## config.mk

```make
export PLATFORM = sky130hd
export DESIGN_NAME = mb_fetch_ctrl_flat
export DESIGN_NICKNAME = d
export VERILOG_FILES = /design/src/rtl/mb_fetch_if.sv /design/src/rtl/mb_fetch_ctrl.sv /design/src/flat_wrapper.sv
export SDC_FILE = /design/constraint.sdc
export NUM_CORES = 1
export LEC_CHECK = 0
export CAP_MARGIN = 20
export CORE_AREA = 4 4 41 43
export CTS_CLUSTER_SIZE = 24
export DETAILED_ROUTE_END_ITERATION = 12
export DIE_AREA = 0 0 45 47
export PLACE_DENSITY = 0.7
export SLEW_MARGIN = 20
export SYNTH_ARGS = -nofsm -noshare
export SYNTH_HDL_FRONTEND = slang
export SYNTH_SLANG_ARGS = --single-unit
```

## constraint.sdc

```tcl
create_clock -name clk -period 1.5 [get_ports clk]
set_input_delay 0.3 -clock clk [delete_from_list [all_inputs] [get_ports clk]]
set_output_delay 0.3 -clock clk [all_outputs]
set_load 0.02 [all_outputs]
```

## src/rtl/mb_fetch_if.sv

```systemverilog
// mb_fetch_if: valid/ready read-request bus between the fetch sequencer and buffer memory
interface mb_fetch_if #(parameter int ADDR_W = 8) ();
  logic              rd_valid;
  logic              rd_ready;
  logic [ADDR_W-1:0] rd_addr;
  modport master (output rd_valid, rd_addr, input rd_ready);
  modport slave  (input rd_valid, rd_addr, output rd_ready);
endinterface

```

## src/rtl/mb_fetch_ctrl.sv

```systemverilog
// mb_fetch_ctrl: walks one frame of macroblocks, issuing a WORDS_PER_MB read burst per block
module mb_fetch_ctrl #(
  parameter int WORDS_PER_MB = 16,
  parameter int ADDR_W       = 8,
  parameter int BASE_ADDR    = 0,
  parameter int MB_LAST      = 12
) (
  input  logic                             clk,
  input  logic                             rst,
  input  logic                             start,
  input  logic [$clog2(MB_LAST+1)-1:0]     mb_idx,
  input  logic                             mb_zero,
  mb_fetch_if.master                       rd,
  output logic                             mb_adv,
  output logic                             busy,
  output logic                             done
);
  localparam int CW = WORDS_PER_MB > 1 ? $clog2(WORDS_PER_MB) : 1;
  typedef enum logic [2:0] {IDLE, ISSUE, ADVANCE, CHECK, DONE} state_t;
  state_t        state, nxt;
  logic [CW-1:0] word_cnt, word_nxt;
  logic          last_word;
  assign last_word = word_cnt == CW'(WORDS_PER_MB - 1);
  always_ff @(posedge clk or negedge rst)
    if (!rst) begin
      state    <= IDLE;
      word_cnt <= '0;
    end else begin
      state    <= nxt;
      word_cnt <= word_nxt;
    end
  always_comb begin
    nxt      = state;
    word_nxt = word_cnt;
    case (state)
      IDLE:    if (start) begin
                 nxt      = ISSUE;
                 word_nxt = '0;
               end
      ISSUE:   if (rd.rd_ready) begin
                 nxt      = last_word ? ADVANCE : ISSUE;
                 word_nxt = last_word ? '0 : word_cnt + 1'b1;
               end
      ADVANCE: nxt = CHECK;
      // counter updated at the end of ADVANCE, so mb_zero is valid here
      CHECK:   nxt = mb_zero ? DONE : ISSUE;
      DONE:    nxt = IDLE;
      default: nxt = IDLE;
    endcase
  end
  assign rd.rd_valid = state == ISSUE;
  assign rd.rd_addr  = state == ISSUE
                     ? ADDR_W'(BASE_ADDR) + ADDR_W'(mb_idx) * ADDR_W'(WORDS_PER_MB) + ADDR_W'(word_cnt)
                     : ADDR_W'(BASE_ADDR);
  assign mb_adv = state == ADVANCE;
  assign busy   = state != IDLE;
  assign done   = state == DONE;
endmodule

```

## src/flat_wrapper.sv

```systemverilog
// flat-port wrapper written by rule: the top's interface ports become plain ports
module mb_fetch_ctrl_flat 
#(
  parameter int WORDS_PER_MB = 16,
  parameter int ADDR_W       = 8,
  parameter int BASE_ADDR    = 0,
  parameter int MB_LAST      = 12
)
  (clk, rst, start, mb_idx, mb_zero, mb_adv, busy, done, rd_rd_valid, rd_rd_addr, rd_rd_ready);
  mb_fetch_if #(.ADDR_W(ADDR_W)) rd_i ();
  input  logic clk;
  input  logic rst;
  input  logic start;
  input  logic [$clog2(MB_LAST+1)-1:0] mb_idx;
  input  logic mb_zero;
  output logic mb_adv;
  output logic busy;
  output logic done;
  output wire logic [$bits(rd_i.rd_valid)-1:0] rd_rd_valid;
  output wire logic [$bits(rd_i.rd_addr)-1:0] rd_rd_addr;
  input wire logic [$bits(rd_i.rd_ready)-1:0] rd_rd_ready;
  assign rd_rd_valid = rd_i.rd_valid;
  assign rd_rd_addr = rd_i.rd_addr;
  assign rd_i.rd_ready = rd_rd_ready;
  mb_fetch_ctrl #(.WORDS_PER_MB(WORDS_PER_MB), .ADDR_W(ADDR_W), .BASE_ADDR(BASE_ADDR), .MB_LAST(MB_LAST)) u_core (.clk(clk), .rst(rst), .start(start), .mb_idx(mb_idx), .mb_zero(mb_zero), .rd(rd_i), .mb_adv(mb_adv), .busy(busy), .done(done));
endmodule
```

==> Word level (Yosys, flattened, before mapping) <==
Cells that the tools add are included.
{ "totals": {"output_inout_bits": 12, "wordCells": 26, "register_bits": 7} }
{ "op_classes": {"eq_ne": 7, "n_reduce_logical": 5, "n_addsub": 2, "n_mux": 10} }
{ "ops": {"columns": ["op", "n"], "rows": [
  ["2-to-1 mux 4 bit", 3],
  ["one-hot mux 3 bit (4 select lines)", 1],
  ["2-to-1 mux 3 bit", 3],
  ["adder 8 x 4 -> 8 bit", 1],
  ["2-to-1 mux 8 bit", 1],
  ["one-hot mux 4 bit (2 select lines)", 1],
  ["== test 3 x 2 -> 1 bit, second input constant", 2],
  ["adder 4 x 1 -> 4 bit, second input constant", 1],
  ["== test 4 bit, second input constant", 1],
  ["== test 3 x 1 -> 1 bit, second input constant", 1],
  ["== test 3 bit, second input constant", 1],
  ["zero test 3 bit", 1],
  ["AND reduction 3 bit", 1],
  ["nonzero test 3 bit", 1],
  ["2-to-1 mux 2 bit", 1],
  ["!= test 2 x 1 -> 1 bit, second input constant", 1],
  ["!= test 2 bit, second input constant", 1],
  ["AND reduction 2 bit", 1],
  ["nonzero test 2 bit", 1]
]} }

==> Longest topological paths before layout <==
{ "depth": {"word_depth": 4, "depth_mapped": 5, "depth_no_buf": 4} }

==> Worst setup path after synthesis <==
OpenSTA, ideal clock, no wires.
{ "synth_path": {"kind": "register to output", "startpoint": "register u_core.state[2]", "endpoint": "output rd_rd_addr[0]", "required_time_ps": 1200, "t_arrival_ps": 1165, "setup_slack_ps": 35, "path_stages_with_launch": 5, "path_cell_list": "dfrtp_1 -> buf_2 -> nor3b_2 -> buf_4 -> and2_1"} }
{ "synth_between": {"elab_chain_len": 2} }
{ "synth_rtl": {"columns": ["item", "line_no", "text"], "rows": [
  ["start, declared", "mb_fetch_ctrl.sv:20", "state_t state, nxt;"],
  ["start signal, assigned", "mb_fetch_ctrl.sv:29", "state <= nxt;"],
  ["== test 3 x 1 -> 1 bit", null, null],
  ["net rd_rd_valid", "flat_wrapper.sv:19", "output wire logic [$bits(rd_i.rd_valid)-1:0] rd_rd_valid;"],
  ["2-to-1 mux 8 bit", "mb_fetch_ctrl.sv:53", "? ADDR_W'(BASE_ADDR) + ADDR_W'(mb_idx) * ADDR_W'(WORDS_PER_MB) + ADDR_W'(word_cnt)"],
  ["end, declared", "flat_wrapper.sv:20", "output wire logic [$bits(rd_i.rd_addr)-1:0] rd_rd_addr;"]
]} }
The timed path passes the listed nets, and every way through them passes these cells.

==> Worst setup path in the final report <==
{ "layout_path": {"startpoint": "register u_core.state[2]", "endpoint": "output rd_rd_addr[7]"} }
{ "layout_between": {"elab_chain_len": 2} }
{ "layout_rtl": {"columns": ["item", "line_no", "text"], "rows": [
  ["== test 3 x 1 -> 1 bit", "mb_fetch_ctrl.sv:52", "assign rd.rd_addr = state == ISSUE"],
  ["2-to-1 mux 8 bit", "mb_fetch_ctrl.sv:53", null]
]} }
No other way between the ends.

==> results.ini <==
[run_status]
status = finished, violations left
violations = setup timing

[floorplanning]
initial_utilization = 0.365
fp.dieArea_mm2 = 0.00212
dieWidth_um = 45
fp-row-count = 13
coreArea_mm2 = 0.00130
io_pins = 21
die-height_um = 47

[worst_setup_path]
slowest_stage = dfrtp_1
end_kind = output port
reg2reg_from = u_core.state[0]$_DFFE_PN0P_
start_kind = register
reg2reg_slack_ns = 0.08
cp_top_family = flip-flops
arrival_ns = 1.28
required_ns = 1.20
rr_worst_depth = 5
slowest_delay_ns = 0.40
critPathKind = reg2out
crit_fanout = 5
crit_chain = nor3b_2 -> buf_2 -> and2_4 -> buf_6
rr_endpoint = u_core.word_cnt[2]$_DFFE_PN0P_
critPathBufInv = 2

[global_routing]
grt.met1_usage = 0.172
grt_first_pass_wirelength_mm = 2.10
met2_usage = 0.232
track_usage = 0.136
busiest_layer = met2
antenna_found_initial = 0
grt.overflow.total = 0
use_met3 = 0.0115
grt_pass1_vias = 493
grt_max_degree = 11

[clocking]
insertion_delay_ns = 0.25
tritoncts = done
path_clk_slew_ns = 0.06
cts_num_sinks = 7
cts.path.max_buffers = 2
cts_buffers = 3
htree_levels = 1
cts.root.buffer_cell = clkbuf_4

[detailed_routing]
drc = 0
avgRoutedWirePerCell_um = 12.4
num_vias = 507
first_iter_violations = 9
ant_nets = 0
viasPerCell = 5.02
dr.pass1.iters = 4
routed_wl_mm = 1.26

[finish]
area_delta_synth_final_pct = 71.3
layout-drive-gt1-share = 0.477
multi_input_area_um2 = 289
n_fill_cell = 125
antenna_cells = 0
final_nets = 97
fin_cells = 101
seq_area_um2 = 175

[synthesis]
synth-seq-cells = 7
netlist_area_um2 = 475
synth-simple-area-share = 0.329
avgSynthCellArea_um2 = 8.97
synth_top_family_by_area = simple AND/OR/NAND/NOR gates
synth-compound-area-share = 0.142
synth-xor-area-share = 0
ys_warn_count = 0
synth.yosys.seq_area_share = 0.368
synth_fa_ha_area_frac = 0.0263
syn_inst = 53
syn-num-nets = 63
synthMuxAreaShare = 0.0421
ys_types = 26

[placement]
placed_cells = 95
gp_congestion = 0.786
io_buffers = 20
place_hpwl_um = 956
place_ws_ns = -0.264

[flow_run]
max_cap_viol_count = 0

[sta]
rsz0062_at_grt = true
finalMaxSlewViolations = 0
skew_ns = 0.00329
setup_ws_ns = -0.0842
setup_viol = 9
setup_tns_ns = -0.599
max_slew_margin = 0.770
worst_slew_pin_slew_ns = 0.343
hold_ws_ns = 0.319
max_freq_mhz = 631
finalHoldViolations = 0
min_period_over_period = 1.06
fin_crit_ns = 1.58

[power]
powerDensity_mw_per_mm2 = 1760
ir_drop_v = 0.000873
p_leak_nw = 0.390

[worst_hold_path]
hold_class = in2async

layer usage:
layer / vias to the layer above / part of all wire
li1: 255 / -
met1: 235 / 0.43
met2: 13 / 0.51
met3: 4 / 0.035
met4: 0 / 0.021
met5: - / 0
layout by cell type, fill, tap and decap left out:
cell type / synthesis / final
nor2b_1: 1 / 1
and3_1: 1 / 1
clkbuf_1: 0 / 1
and2_4: 0 / 8
and4b_1: 1 / 1
ha_1: 1 / 1
nand4_1: 2 / 2
o31ai_1: 1 / 1
nor3b_2: 1 / 3
dfrtp_1: 7 / 7
buf_2: 2 / 3
a31oi_1: 2 / 2
nand2_1: 2 / 2
buf_6: 1 / 8
a2111oi_2: 1 / 1
o21ai_1: 3 / 3
a211oi_1: 1 / 1
clkbuf_4: 0 / 3
o21ai_0: 1 / 1
buf_4: 1 / 14
mux2i_1: 2 / 2
a21oi_1: 1 / 1
nor2_2: 0 / 1
nor3_1: 2 / 2
inv_1: 4 / 4
nand3_1: 2 / 2
nand2b_1: 2 / 2
clkdlybuf4s50_1: 0 / 8
sequential cells by signal, indices dropped and copies added, names as in the netlist:
register / flops
u_core.word_cnt: 4
u_core.state: 3
worst register-to-register path, stage by stage (launching register included):
cell and delay (ns):
dfrtp_1 0.37, buf_4 0.16, buf_4 0.15, mux2i_1 0.14, a2111oi_2 0.38, o21ai_1 0.10
synth_stat cells, drive strengths merged:
cell	n	area share
nand4	2	0.026
and2	8	0.11
nor3	2	0.021
nand2	2	0.016
a211oi	1	0.016
ha	1	0.026
buf	4	0.061
and4b	1	0.021
nor3b	3	0.058
nand2b	2	0.026
nor2	1	0.0079
a31oi	2	0.026
o21ai	4	0.042
mux2i	2	0.042
a21oi	1	0.011
a2111oi	1	0.032
dfrtp	7	0.37
nand3	2	0.021
inv	4	0.032
nor2b	1	0.013
o31ai	1	0.016
and3	1	0.013
kinds of logic after synthesis:
| logic type | after synthesis |
|---|---|
| AOI/OAI and AO/OA | 10 |
| buffers and inverters | 8 |
| DFF | 7 |
| muxes | 2 |
| and+or+nand+nor | 25 |
| adders and majority gates | 1 |
repair_timing:
action / in CTS / in global routing
pin swaps: 7 / 0
hold buffers: 0 / 0
cloned: 1 / 0
resized for setup: 76 / 4
setup endpoints to repair: 12 / 11
buffers inserted: 1 / 0
power by group:
group / switching (W) / leakage [nW] / internal (W)
clock network: 0.0000708 / 0.0150 / 0.000102
registers: 0.0000505 / 0.0855 / 0.000253
logic: 0.000433 / 0.290 / 0.000525
total: 0.000554 / 0.390 / 0.000880
metrics by stage:
| step | cell area [µm²] | util | total power [W] |
|---|---|---|---|
| after floorplan | 475 | - | 0.000764 |
| after global placement | 748 | 0.575 | 0.00112 |
| after detailed placement | 748 | 0.575 | 0.00114 |
| after CTS | 800 | 0.614 | 0.00144 |
| after global routing | 815 | 0.626 | 0.00154 |
| final | 815 | 0.626 | 0.00143 |
how the worst max path moves through the flow:
stage	startpoint	to	slack, ns	depth (start not counted)
global route	u_core.state[2]$_DFFE_PN0P_	rd_rd_addr[4]	-0.14	4
global placement	mb_idx[0]	rd_rd_addr[4]	-0.26	3
CTS	u_core.state[2]$_DFFE_PN0P_	rd_rd_addr[7]	-0.11	4
finish	u_core.state[2]$_DFFE_PN0P_	rd_rd_addr[7]	-0.08	4
detailed placement	mb_idx[3]	rd_rd_addr[7]	-0.26	3
floorplan	u_core.state[2]$_DFFE_PN0P_	rd_rd_addr[0]	0.03	4
layout make-up:
class / instances / share of cell area
Inverter: 4 / 0.0184
Tap cell: 15 / 0.0230
Multi-Input combinational cell: 38 / 0.355
Timing Repair Buffer: 33 / 0.356
Clock buffer: 4 / 0.0323
Sequential cell: 7 / 0.215
(Power assumes the default switching activity.)
